### src/rtl/framebuf_pkg.sv
// Shared types and constants for the frame-buffer read path.
package framebuf_pkg;

   localparam int unsigned PIX_W_DEF = 12;
   localparam int unsigned H_RES_DEF = 320;
   localparam int unsigned V_RES_DEF = 240;
   localparam int unsigned NUM_BARS  = 8;

   typedef logic [11:0] pixel_t;

   typedef struct packed {
      logic sof;
      logic eol;
      logic eof;
   } pix_flags_t;

   localparam int unsigned FLAGS_W = $bits(pix_flags_t);

   typedef enum logic [1:0] {
      IDLE,
      RUN,
      DRAIN
   } state_t;

   // Vertical colour bars, left to right, in RGB444.
   localparam pixel_t BAR_COLOURS [NUM_BARS] = '{
      12'hFFF, 12'hFF0, 12'h0FF, 12'h0F0,
      12'hF0F, 12'hF00, 12'h00F, 12'h000
   };

endpackage

### src/rtl/framebuf_skid_fifo.sv
// Two-entry skid FIFO with synchronous flush; push and pop may share a cycle.
module framebuf_skid_fifo #(
   parameter int unsigned W = 15
) (
   input  logic         i_clk,
   input  logic         i_rst,
   input  logic         i_flush,
   input  logic         i_push,
   input  logic [W-1:0] i_data,
   input  logic         i_pop,
   output logic [W-1:0] o_data,
   output logic [1:0]   o_count,
   output logic         o_empty
);

   logic [W-1:0] mem_q [2];
   logic [W-1:0] mem_d [2];
   logic         wr_ptr_q, wr_ptr_d;
   logic         rd_ptr_q, rd_ptr_d;
   logic [1:0]   count_q, count_d;
   logic         do_push_c, do_pop_c;

   always_comb begin
      mem_d     = mem_q;
      wr_ptr_d  = wr_ptr_q;
      rd_ptr_d  = rd_ptr_q;
      count_d   = count_q;
      do_pop_c  = i_pop && (count_q != 2'd0);
      do_push_c = i_push && ((count_q != 2'd2) || do_pop_c);
      if (i_flush) begin
         wr_ptr_d = 1'b0;
         rd_ptr_d = 1'b0;
         count_d  = 2'd0;
      end else begin
         if (do_push_c) begin
            mem_d[wr_ptr_q] = i_data;
            wr_ptr_d        = ~wr_ptr_q;
         end
         if (do_pop_c) begin
            rd_ptr_d = ~rd_ptr_q;
         end
         count_d = count_q + 2'(do_push_c) - 2'(do_pop_c);
      end
   end

   always_ff @(posedge i_clk) begin
      if (i_rst) begin
         mem_q[0] <= '0;
         mem_q[1] <= '0;
         wr_ptr_q <= 1'b0;
         rd_ptr_q <= 1'b0;
         count_q  <= 2'd0;
      end else begin
         mem_q    <= mem_d;
         wr_ptr_q <= wr_ptr_d;
         rd_ptr_q <= rd_ptr_d;
         count_q  <= count_d;
      end
   end

   assign o_data  = mem_q[rd_ptr_q];
   assign o_count = count_q;
   assign o_empty = (count_q == 2'd0);

endmodule

### src/rtl/framebuf_reader.sv
// Raster-order frame-buffer reader producing a valid/ready pixel stream.
// Optional colour-bar test pattern is built when FRAMEBUF_TEST_PATTERN_EN is defined.
module framebuf_reader
   import framebuf_pkg::*;
#(
   parameter int unsigned PIX_W  = PIX_W_DEF,
   parameter int unsigned H_RES  = H_RES_DEF,
   parameter int unsigned V_RES  = V_RES_DEF,
   parameter int unsigned ADDR_W = $clog2(H_RES * V_RES)
) (
   input  logic              i_clk,
   input  logic              i_rst,
   input  logic              i_frame_start,
   input  logic              i_pattern_sel,
   output logic              o_bram_rd,
   output logic [ADDR_W-1:0] o_bram_rd_addr,
   input  logic [PIX_W-1:0]  i_bram_data,
   output logic [PIX_W-1:0]  o_pix_data,
   output logic              o_pix_valid,
   input  logic              i_pix_ready,
   output logic              o_pix_sof,
   output logic              o_pix_eol,
   output logic              o_pix_eof,
   output logic              o_busy
);

   localparam int unsigned NUM_PIX = H_RES * V_RES;
   localparam int unsigned XW      = $clog2(H_RES);
   localparam int unsigned YW      = $clog2(V_RES);
   localparam int unsigned FIFO_W  = PIX_W + FLAGS_W;

   state_t            state_q, state_d;
   logic [ADDR_W-1:0] addr_q, addr_d;
   logic [XW-1:0]     x_q, x_d;
   logic [YW-1:0]     y_q, y_d;
   logic              inflight_q, inflight_d;
   pix_flags_t        infl_flags_q, infl_flags_d;

   logic              pop_c, issue_c, last_addr_c;
   logic [2:0]        occ_c;
   pix_flags_t        issue_flags_c, head_flags_c;
   logic [PIX_W-1:0]  push_pix_c;
   logic [FIFO_W-1:0] fifo_rd_data;
   logic [1:0]        fifo_count;
   logic              fifo_empty;

`ifdef FRAMEBUF_TEST_PATTERN_EN
   localparam int unsigned BAR_W = H_RES / NUM_BARS;
   logic              pattern_q, pattern_d;
   logic [PIX_W-1:0]  infl_pix_q, infl_pix_d;
   logic [2:0]        bar_idx_c;
`else
   logic              unused_pattern_sel_c;
   assign unused_pattern_sel_c = i_pattern_sel;
`endif

   // Credit rule: in-flight reads plus buffered pixels never exceed the FIFO depth.
   always_comb begin
      pop_c         = !fifo_empty && i_pix_ready;
      occ_c         = 3'(inflight_q) + 3'(fifo_count) - 3'(pop_c);
      issue_c       = (state_q == RUN) && (occ_c < 3'd2);
      last_addr_c   = (addr_q == ADDR_W'(NUM_PIX - 1));
      issue_flags_c.sof = (x_q == '0) && (y_q == '0);
      issue_flags_c.eol = (x_q == XW'(H_RES - 1));
      issue_flags_c.eof = last_addr_c;
   end

   always_comb begin
      state_d      = state_q;
      addr_d       = addr_q;
      x_d          = x_q;
      y_d          = y_q;
      inflight_d   = issue_c;
      infl_flags_d = issue_c ? issue_flags_c : infl_flags_q;
`ifdef FRAMEBUF_TEST_PATTERN_EN
      pattern_d    = pattern_q;
      bar_idx_c    = 3'(32'(x_q) / BAR_W);
      infl_pix_d   = issue_c ? PIX_W'(BAR_COLOURS[bar_idx_c]) : infl_pix_q;
`endif
      case (state_q)
         RUN: begin
            if (issue_c) begin
               if (last_addr_c) begin
                  state_d = DRAIN;
               end else begin
                  addr_d = addr_q + ADDR_W'(1);
                  if (x_q == XW'(H_RES - 1)) begin
                     x_d = '0;
                     y_d = y_q + YW'(1);
                  end else begin
                     x_d = x_q + XW'(1);
                  end
               end
            end
         end
         DRAIN: begin
            // The last pixel leaving this cycle is enough to call the frame done.
            if (!inflight_q && (fifo_empty || (fifo_count == 2'd1 && pop_c))) begin
               state_d = IDLE;
            end
         end
         default: ;
      endcase
      // Start or restart: any in-flight return and buffered pixels belong to the old frame.
      if (i_frame_start) begin
         state_d    = RUN;
         addr_d     = '0;
         x_d        = '0;
         y_d        = '0;
         inflight_d = 1'b0;
`ifdef FRAMEBUF_TEST_PATTERN_EN
         pattern_d  = i_pattern_sel;
`endif
      end
   end

   always_ff @(posedge i_clk) begin
      if (i_rst) begin
         state_q      <= IDLE;
         addr_q       <= '0;
         x_q          <= '0;
         y_q          <= '0;
         inflight_q   <= 1'b0;
         infl_flags_q <= '0;
`ifdef FRAMEBUF_TEST_PATTERN_EN
         pattern_q    <= 1'b0;
         infl_pix_q   <= '0;
`endif
      end else begin
         state_q      <= state_d;
         addr_q       <= addr_d;
         x_q          <= x_d;
         y_q          <= y_d;
         inflight_q   <= inflight_d;
         infl_flags_q <= infl_flags_d;
`ifdef FRAMEBUF_TEST_PATTERN_EN
         pattern_q    <= pattern_d;
         infl_pix_q   <= infl_pix_d;
`endif
      end
   end

`ifdef FRAMEBUF_TEST_PATTERN_EN
   assign push_pix_c = pattern_q ? infl_pix_q : i_bram_data;
   assign o_bram_rd  = issue_c && !pattern_q;
`else
   assign push_pix_c = i_bram_data;
   assign o_bram_rd  = issue_c;
`endif

   framebuf_skid_fifo #(
      .W (FIFO_W)
   ) u_fifo (
      .i_clk   (i_clk),
      .i_rst   (i_rst),
      .i_flush (i_frame_start),
      .i_push  (inflight_q),
      .i_data  ({push_pix_c, infl_flags_q}),
      .i_pop   (pop_c),
      .o_data  (fifo_rd_data),
      .o_count (fifo_count),
      .o_empty (fifo_empty)
   );

   assign head_flags_c   = pix_flags_t'(fifo_rd_data[FLAGS_W-1:0]);
   assign o_bram_rd_addr = addr_q;
   assign o_pix_valid    = !fifo_empty;
   assign o_pix_data     = fifo_rd_data[FIFO_W-1:FLAGS_W];
   assign o_pix_sof      = o_pix_valid && head_flags_c.sof;
   assign o_pix_eol      = o_pix_valid && head_flags_c.eol;
   assign o_pix_eof      = o_pix_valid && head_flags_c.eof;
   assign o_busy         = (state_q != IDLE);

endmodule

### config.mk
export PLATFORM = sky130hd
export DESIGN_NAME = framebuf_reader
export DESIGN_NICKNAME = d
export VERILOG_FILES = /design/src/rtl/framebuf_pkg.sv /design/src/rtl/framebuf_skid_fifo.sv /design/src/rtl/framebuf_reader.sv
export SDC_FILE = /design/constraint.sdc
export NUM_CORES = 1
export LEC_CHECK = 0
export ABC_AREA = 1
export CORE_MARGIN = 1
export CORE_UTILIZATION = 51
export CTS_CLUSTER_DIAMETER = 150
export CTS_CLUSTER_SIZE = 12
export DETAILED_ROUTE_END_ITERATION = 8
export GPL_TIMING_DRIVEN = 0
export PLACE_DENSITY = 0.77
export SLEW_MARGIN = 10
export SYNTH_ARGS = -nofsm -noshare
export SYNTH_HDL_FRONTEND = slang
export SYNTH_SLANG_ARGS = --single-unit
### constraint.sdc
create_clock -name i_clk -period 3.3 [get_ports i_clk]
set_input_delay 0.33 -clock i_clk [delete_from_list [all_inputs] [get_ports i_clk]]
set_output_delay 0.33 -clock i_clk [all_outputs]
set_load 0.05 [all_outputs]
# --- Word-level counts from Yosys, hierarchy flattened ---
# Index checks and enable logic that the tools add are counted.
word_totals:
  reg_bits: 74
  out_inout_bits: 35
op_classes:
  n_addsub: 7
  n_lt_le_gt_ge: 4
  eq_ne: 12
  mux: 12
  bitwise: 6
  reduce_logical: 28
ops:
  columns: ["cell", "n"]
  rows:
  - ["$mux 15", 4]
  - ["$bwmux 30", 1]
  - ["$add 17x1->17 const B", 1]
  - ["$eq 17x17->1 const B", 1]
  - ["$demux 15 s1", 1]
  - ["$reduce_and 4->1", 3]
  - ["$logic_and 1x1->1", 11]
  - ["$add 9x1->9 const B", 1]
  - ["$eq 9x9->1 const B", 1]
  - ["$logic_not 9->1", 1]
  - ["$mux 9", 1]
  - ["$ne 3x3->1 const B", 3]
  - ["$add 8x1->8 const B", 1]
  - ["$logic_not 8->1", 1]
  - ["$ne 2x2->1 const B", 4]
  - ["$mux 2", 3]
  - ["$reduce_bool 2->1", 3]
  - ["$eq 2x1->1 const B", 2]
  - ["$ge 2x2->1 const B", 2]
  - ["$not 1->1", 4]
  - ["$not 1->2", 2]
  - ["$pmux 2 s2", 1]
  - ["$add 1x2->3", 1]
  - ["$lt 3x2->1 const B", 1]
  - ["13 further kinds", 15]

# --- Longest topological paths before layout ---
logic_depth:
  ltp_word: 9
  mapped_depth: 14
  ltp_nobuf: 14

# --- Modules after synthesis ---
# Synthesis repeated with hierarchy kept, for this count alone.
unflattened:
  hier_cells: 623
  hier_area_um2: 4116.4
modules_own_cells:
  columns: ["module", "n_inst", "cells_each", "area_each_um2", "seq_area_each_um2"]
  rows:
  - ["framebuf_reader", 1, 371, 2507.4, 800.8]
  - ["framebuf_skid_fifo", 1, 252, 1609.0, 680.7]

# --- Least setup slack after synthesis ---
# OpenSTA, ideal clock, no wires.
synth_timing:
  path_kind: "register to register"
  startpoint: "reg u_fifo.count_q[1], in the netlist u_fifo.o_count[1]"
  endpoint: "reg addr_q[2], in the netlist o_bram_rd_addr[2]"
  setup_ns: 0.139
  arrival_time_ns: 2.410
  required_time_ns: 3.161
  setup_slack_ns: 0.751
  stages_incl_launch_ff: 15
  path_buffers: 1
  path_cell_list: "dfxtp_1 > nor2_1 > nor2_1 > ha_1 > inv_1 > nand2_1 > fa_1 > inv_1 > nor2_1 > nand2_2 > inv_2 > nand2_8 > buf_12 > nand2_1 > a21oi_2"
synth_via:
  elab_chain_len: 7
  word_cells_on_any_way: 8
  classes_between: "add/sub (2); order compare (1); reduce/logical (5)"
synth_lines:
  columns: ["element", "line", "source"]
  rows:
  - ["from (decl)", "framebuf_skid_fifo.sv:20", "logic [1:0] count_q, count_d;"]
  - ["from (signal assigned)", "framebuf_skid_fifo.sv:57", "count_q <= count_d;"]
  - ["parallel branches: the longest is 3 deep, another holds $add 1x2->3", null, null]
  - ["$sub 3x1->3 (*)", "framebuf_reader.sv:60", "occ_c = 3'(inflight_q) + 3'(fifo_count) - 3'(pop_c);"]
  - ["$lt 3x2->1 (*)", "framebuf_reader.sv:61", "issue_c = (state_q == RUN) && (occ_c < 3'd2);"]
  - ["$logic_and 1x1->1 (*)", "framebuf_reader.sv:61", null]
  - ["via o_bram_rd", "framebuf_reader.sv:15", "output logic o_bram_rd,"]
  - ["$reduce_and 3->1 (no source line) (*)", null, null]
  - ["to (signal assigned)", "framebuf_reader.sv:131", "addr_q <= addr_d;"]
  - ["to (decl)", "framebuf_reader.sv:33", "logic [ADDR_W-1:0] addr_q, addr_d;"]
# Mark *: on every way through the listed nets, which the timed path passes.
# A chain may end at the register's enable or synchronous reset.

# --- Worst setup path in the final report ---
layout_timing:
  startpoint: "reg u_fifo.count_q[1], in the netlist u_fifo.o_count[1]"
  endpoint: "out o_bram_rd"
layout_via:
  elab_chain_len: 6
  word_cells_on_any_way: 7
  classes_between: "add/sub (2); order compare (1); reduce/logical (4)"
layout_lines:
  columns: ["element", "line"]
  rows:
  - ["parallel branches: the longest is 3 deep, another holds $add 1x2->3", null]
  - ["$sub 3x1->3 (*)", "framebuf_reader.sv:60"]
  - ["$lt 3x2->1 (*)", "framebuf_reader.sv:61"]
  - ["$logic_and 1x1->1 (*)", "framebuf_reader.sv:61"]
  - ["to (decl)", "framebuf_reader.sv:15"]
# Every way passes the cells marked *.

==> reports/qor.yml <==
timing:
  max-slew-margin-rel_pct: 46.9
  slew_violations: 0
  worst_pin_slew_ns: 0.796
  fin_ws_ns: 0.278
  fmax_mhz: 331
  setup_viol: 0
  period_needed_ns: 3.02
  period_share_pct: 91.6
  hold_viol_final: 0
  clock_skew_ns: 0.0121
  rsz0062_at_grt: "no"
min_path:
  hold_end: "u_fifo.mem_q[19]"
  hold_class: "reg -> reg"
  min_path_cells: 2
  min-delay-start: "u_fifo.mem_q[19]"
logic_synthesis:
  synthMuxAreaShare_pct: 0
  synth_top_family_by_area: "simple AND/OR/NAND/NOR gates"
  yosys_register_bits: 74
  synth_area_um2: 3930
  synth_compound_area_share_pct: 18.3
  syn-mean-instance-area_um2: 7.19
  yosys_warnings: 0
  syn_inst: 547
  synth_fa_ha_area_share_pct: 3.06
  seq_area_frac_synth_pct: 37.7
  synth-xor-area-share_pct: 4.46
  synthesis.nets: 573
  yosys.area_share.simple_pct: 25.7
  synth_cell_types: 31
cells_and_area:
  drive_gt1_share_pct: 12.1
  antenna_cells: 0
  n_fill_cell: 651
  final_net_count: 634
  utilization_pct: 64.6
  synthToLayoutAreaGrowth_pct: 21.1
power:
  swShare_pct: 27.5
  power_density_nw_per_um2: 387
  netSwitchingPower_uw: 505
  p_seq_share_pct: 49.6
  pwr-share-comb_pct: 10.5
  clock_power_share_pct: 39.9
  ir_drop_uv: 252
  cellInternalPower_uw: 1340
  power_uw: 1840
  p_leak_uw: 0.00170
drt:
  dr.pass1.iters: 4
  drt-total-wl_mm: 9.56
  via_per_inst: 5.22
  routedWlPerCell_um: 13.4
  vias: 3715
  remaining_drc_errors: 0
  drt_iter0_markers: 184
  ant_nets: 0
global_route:
  grt_start_max_net_pins: 16
  grt_pass1_vias: 3465
  busiest_layer: "met2"
  track_usage_pct: 24.5
  met1_usage_pct: 32.3
  antenna_found_initial: 0
  overflow: 0
  grt_pass1_wl_mm: 16.0
  gr-usage-met2_pct: 40.3
  grt.met3_usage_pct: 3.05
worst_setup_path:
  worstPathArrival_ns: 2.69
  reg2reg_slack_ns: 0.60
  r2r_cells: 13
  crit_path_max_fanout: 7
  r2r_end: "y_q[3]"
  end_kind: "output pin"
  crit_start: "u_fifo.o_count[1]"
  crit_required_ns: 2.97
  start_kind: "register"
  crit_type: "reg -> out"
  r2r_start: "u_fifo.o_count[1]"
floorplanning:
  ioPinCount: 52
  core-area_um2: 7370
  dieHeight_um: 89.8
  die-area_um2: 8060
  start_util_pct: 53.3
  dieWidth_um: 89.8
  rows: 31
placement:
  dp_slack_ns: -0.323
  globalplace.congestion: 0.912
  dpl.hpwl_mm: 7.04
  port_buffers: 50
clock_network:
  root_buffer: "clkbuf_8"
  holdBufCountCts: 0
  cts_tree: "done"
  clock_path_buffers: 2
  cts_buffers: 9
  htreeDepth: 3
  clkLatencyLatePin_ns: 0.36
  clk_pin_slew_worst_paths_ns: 0.08
  cts_sinks: 74
run:
  drv_cap: 0
status:
  outcome: "finished clean"
## how the worst max path moves through the flow
stage | end | slack (ns) | cells after the start
5_1_grt | o_bram_rd | 0.06 | 11
6_report | o_bram_rd | 0.28 | 11
3_5_place_dp | o_bram_rd | -0.32 | 12
2_1_floorplan | o_bram_rd_addr[2] | 0.75 | 14
4_1_cts | o_bram_rd | 0.07 | 11
3_3_place_gp | o_bram_rd | -0.27 | 12
## routing by layer
layer	vias to the layer above	part of all wire (%)
met5	-	0
met4	0	1.9
met3	19	4.9
met2	103	48
met1	1720	45
li1	1873	-
## flip-flops by register name (all words and copies together) (netlist names)
| name | cells |
|---|---|
| u_fifo.o_count | 2 |
| x_q | 9 |
| infl_flags_q | 3 |
| state_q | 2 |
| inflight_q | 1 |
| u_fifo.wr_ptr_q | 1 |
| y_q | 8 |
| o_bram_rd_addr | 17 |
| u_fifo.rd_ptr_q | 1 |
| u_fifo.mem_q | 30 |
## area by class of cell
type / count / area [µm²] / area share [%]
Multi-Input combinational cell: 376 / 2030 / 42.6
Sequential cell: 74 / 1480 / 31.1
Timing Repair Buffer: 50 / 498 / 10.5
Inverter: 77 / 292 / 6.12
Buffer: 20 / 133 / 2.79
Clock buffer: 9 / 124 / 2.60
Tap cell: 99 / 124 / 2.60
Clock inverter: 7 / 82.6 / 1.73
## power groups by stage
stage / combinational, µW / clock, µW / sequential, µW
2_1_floorplan: 121 / 0 / 936
3_3_place_gp: 189 / 0 / 933
3_5_place_dp: 192 / 0 / 934
4_1_cts: 192 / 751 / 913
5_1_grt: 207 / 788 / 915
6_report: 193 / 735 / 913
## synthesized netlist by cell type
library cell	number	share of area [%]
o21ai_0	60	7.6
nand2_2	17	2.7
nand3_1	24	3.1
or2_2	1	0.16
xor2_1	12	2.7
fa_1	1	0.51
nor2_1	48	4.6
nor4_1	2	0.32
clkbuf_1	12	1.1
nand2_1	100	9.5
ha_1	8	2.5
nor2_4	5	1.4
buf_1	1	0.095
nor3_1	6	0.76
inv_1	75	7.2
inv_2	1	0.095
and2_1	1	0.16
nand2_8	1	0.51
buf_6	3	0.86
nand2_4	2	0.57
clkinv_1	1	0.095
nand3_2	1	0.25
nand4_1	5	0.80
buf_12	2	1.0
a21oi_2	20	4.5
nand3b_1	3	0.57
xnor2_1	8	1.8
a21oi_1	49	6.2
buf_2	2	0.25
nor2_2	2	0.32
dfxtp_1	74	38
## logic make-up after synthesis
group	count (synthesis)
adders and majority gates	9
AOI/OAI and AO/OA	129
DFF	74
and+or+nand+nor	218
buffers and inverters	97
xor gates and xnor gates	20
## metrics by stage
step | TNS (ns) | hold slack [ns] | instance area (µm²) | std cells
floorplan | 0 | 0.399 | 3930 | 547
global placement | -0.270 | 0.432 | 4560 | 696
detailed placement | -0.323 | 0.438 | 4560 | 696
CTS | 0 | 0.451 | 4760 | 712
global route | 0 | 0.468 | 4760 | 712
finish | 0 | 0.450 | 4760 | 712
## layout by cell type, fill, tap and decap left out, drive strengths merged, types with 2 or more instances in the layout
| cell type | n |
|---|---|
| a21oi | 69 |
| clkinv | 4 |
| xor2 | 12 |
| nor2 | 55 |
| buf | 8 |
| nand3 | 25 |
| nor3 | 6 |
| clkdlybuf4s50 | 49 |
| ha | 8 |
| nand2 | 120 |
| clkbuf | 22 |
| o21ai | 60 |
| nor4 | 2 |
| nand3b | 3 |
| nand4 | 5 |
| xnor2 | 8 |
| dfxtp | 74 |
| inv | 79 |
## worst max-delay path: stages, from the launching register on
cell      delay, ns
dfxtp_1        0.45
nor2_1         0.09
nor2_1         0.17
ha_1           0.26
inv_1          0.08
nand2_1        0.06
fa_1           0.48
inv_1          0.04
nor2_1         0.12
nand2_2        0.17
inv_4          0.17
clkbuf_4       0.25
## repair_timing
item	in CTS	in global routing
setup buffers	0	0
setup endpoints to repair	1	1
resized for setup	3	4
pin swaps	0	0
Power figures use the tool's default switching activity.
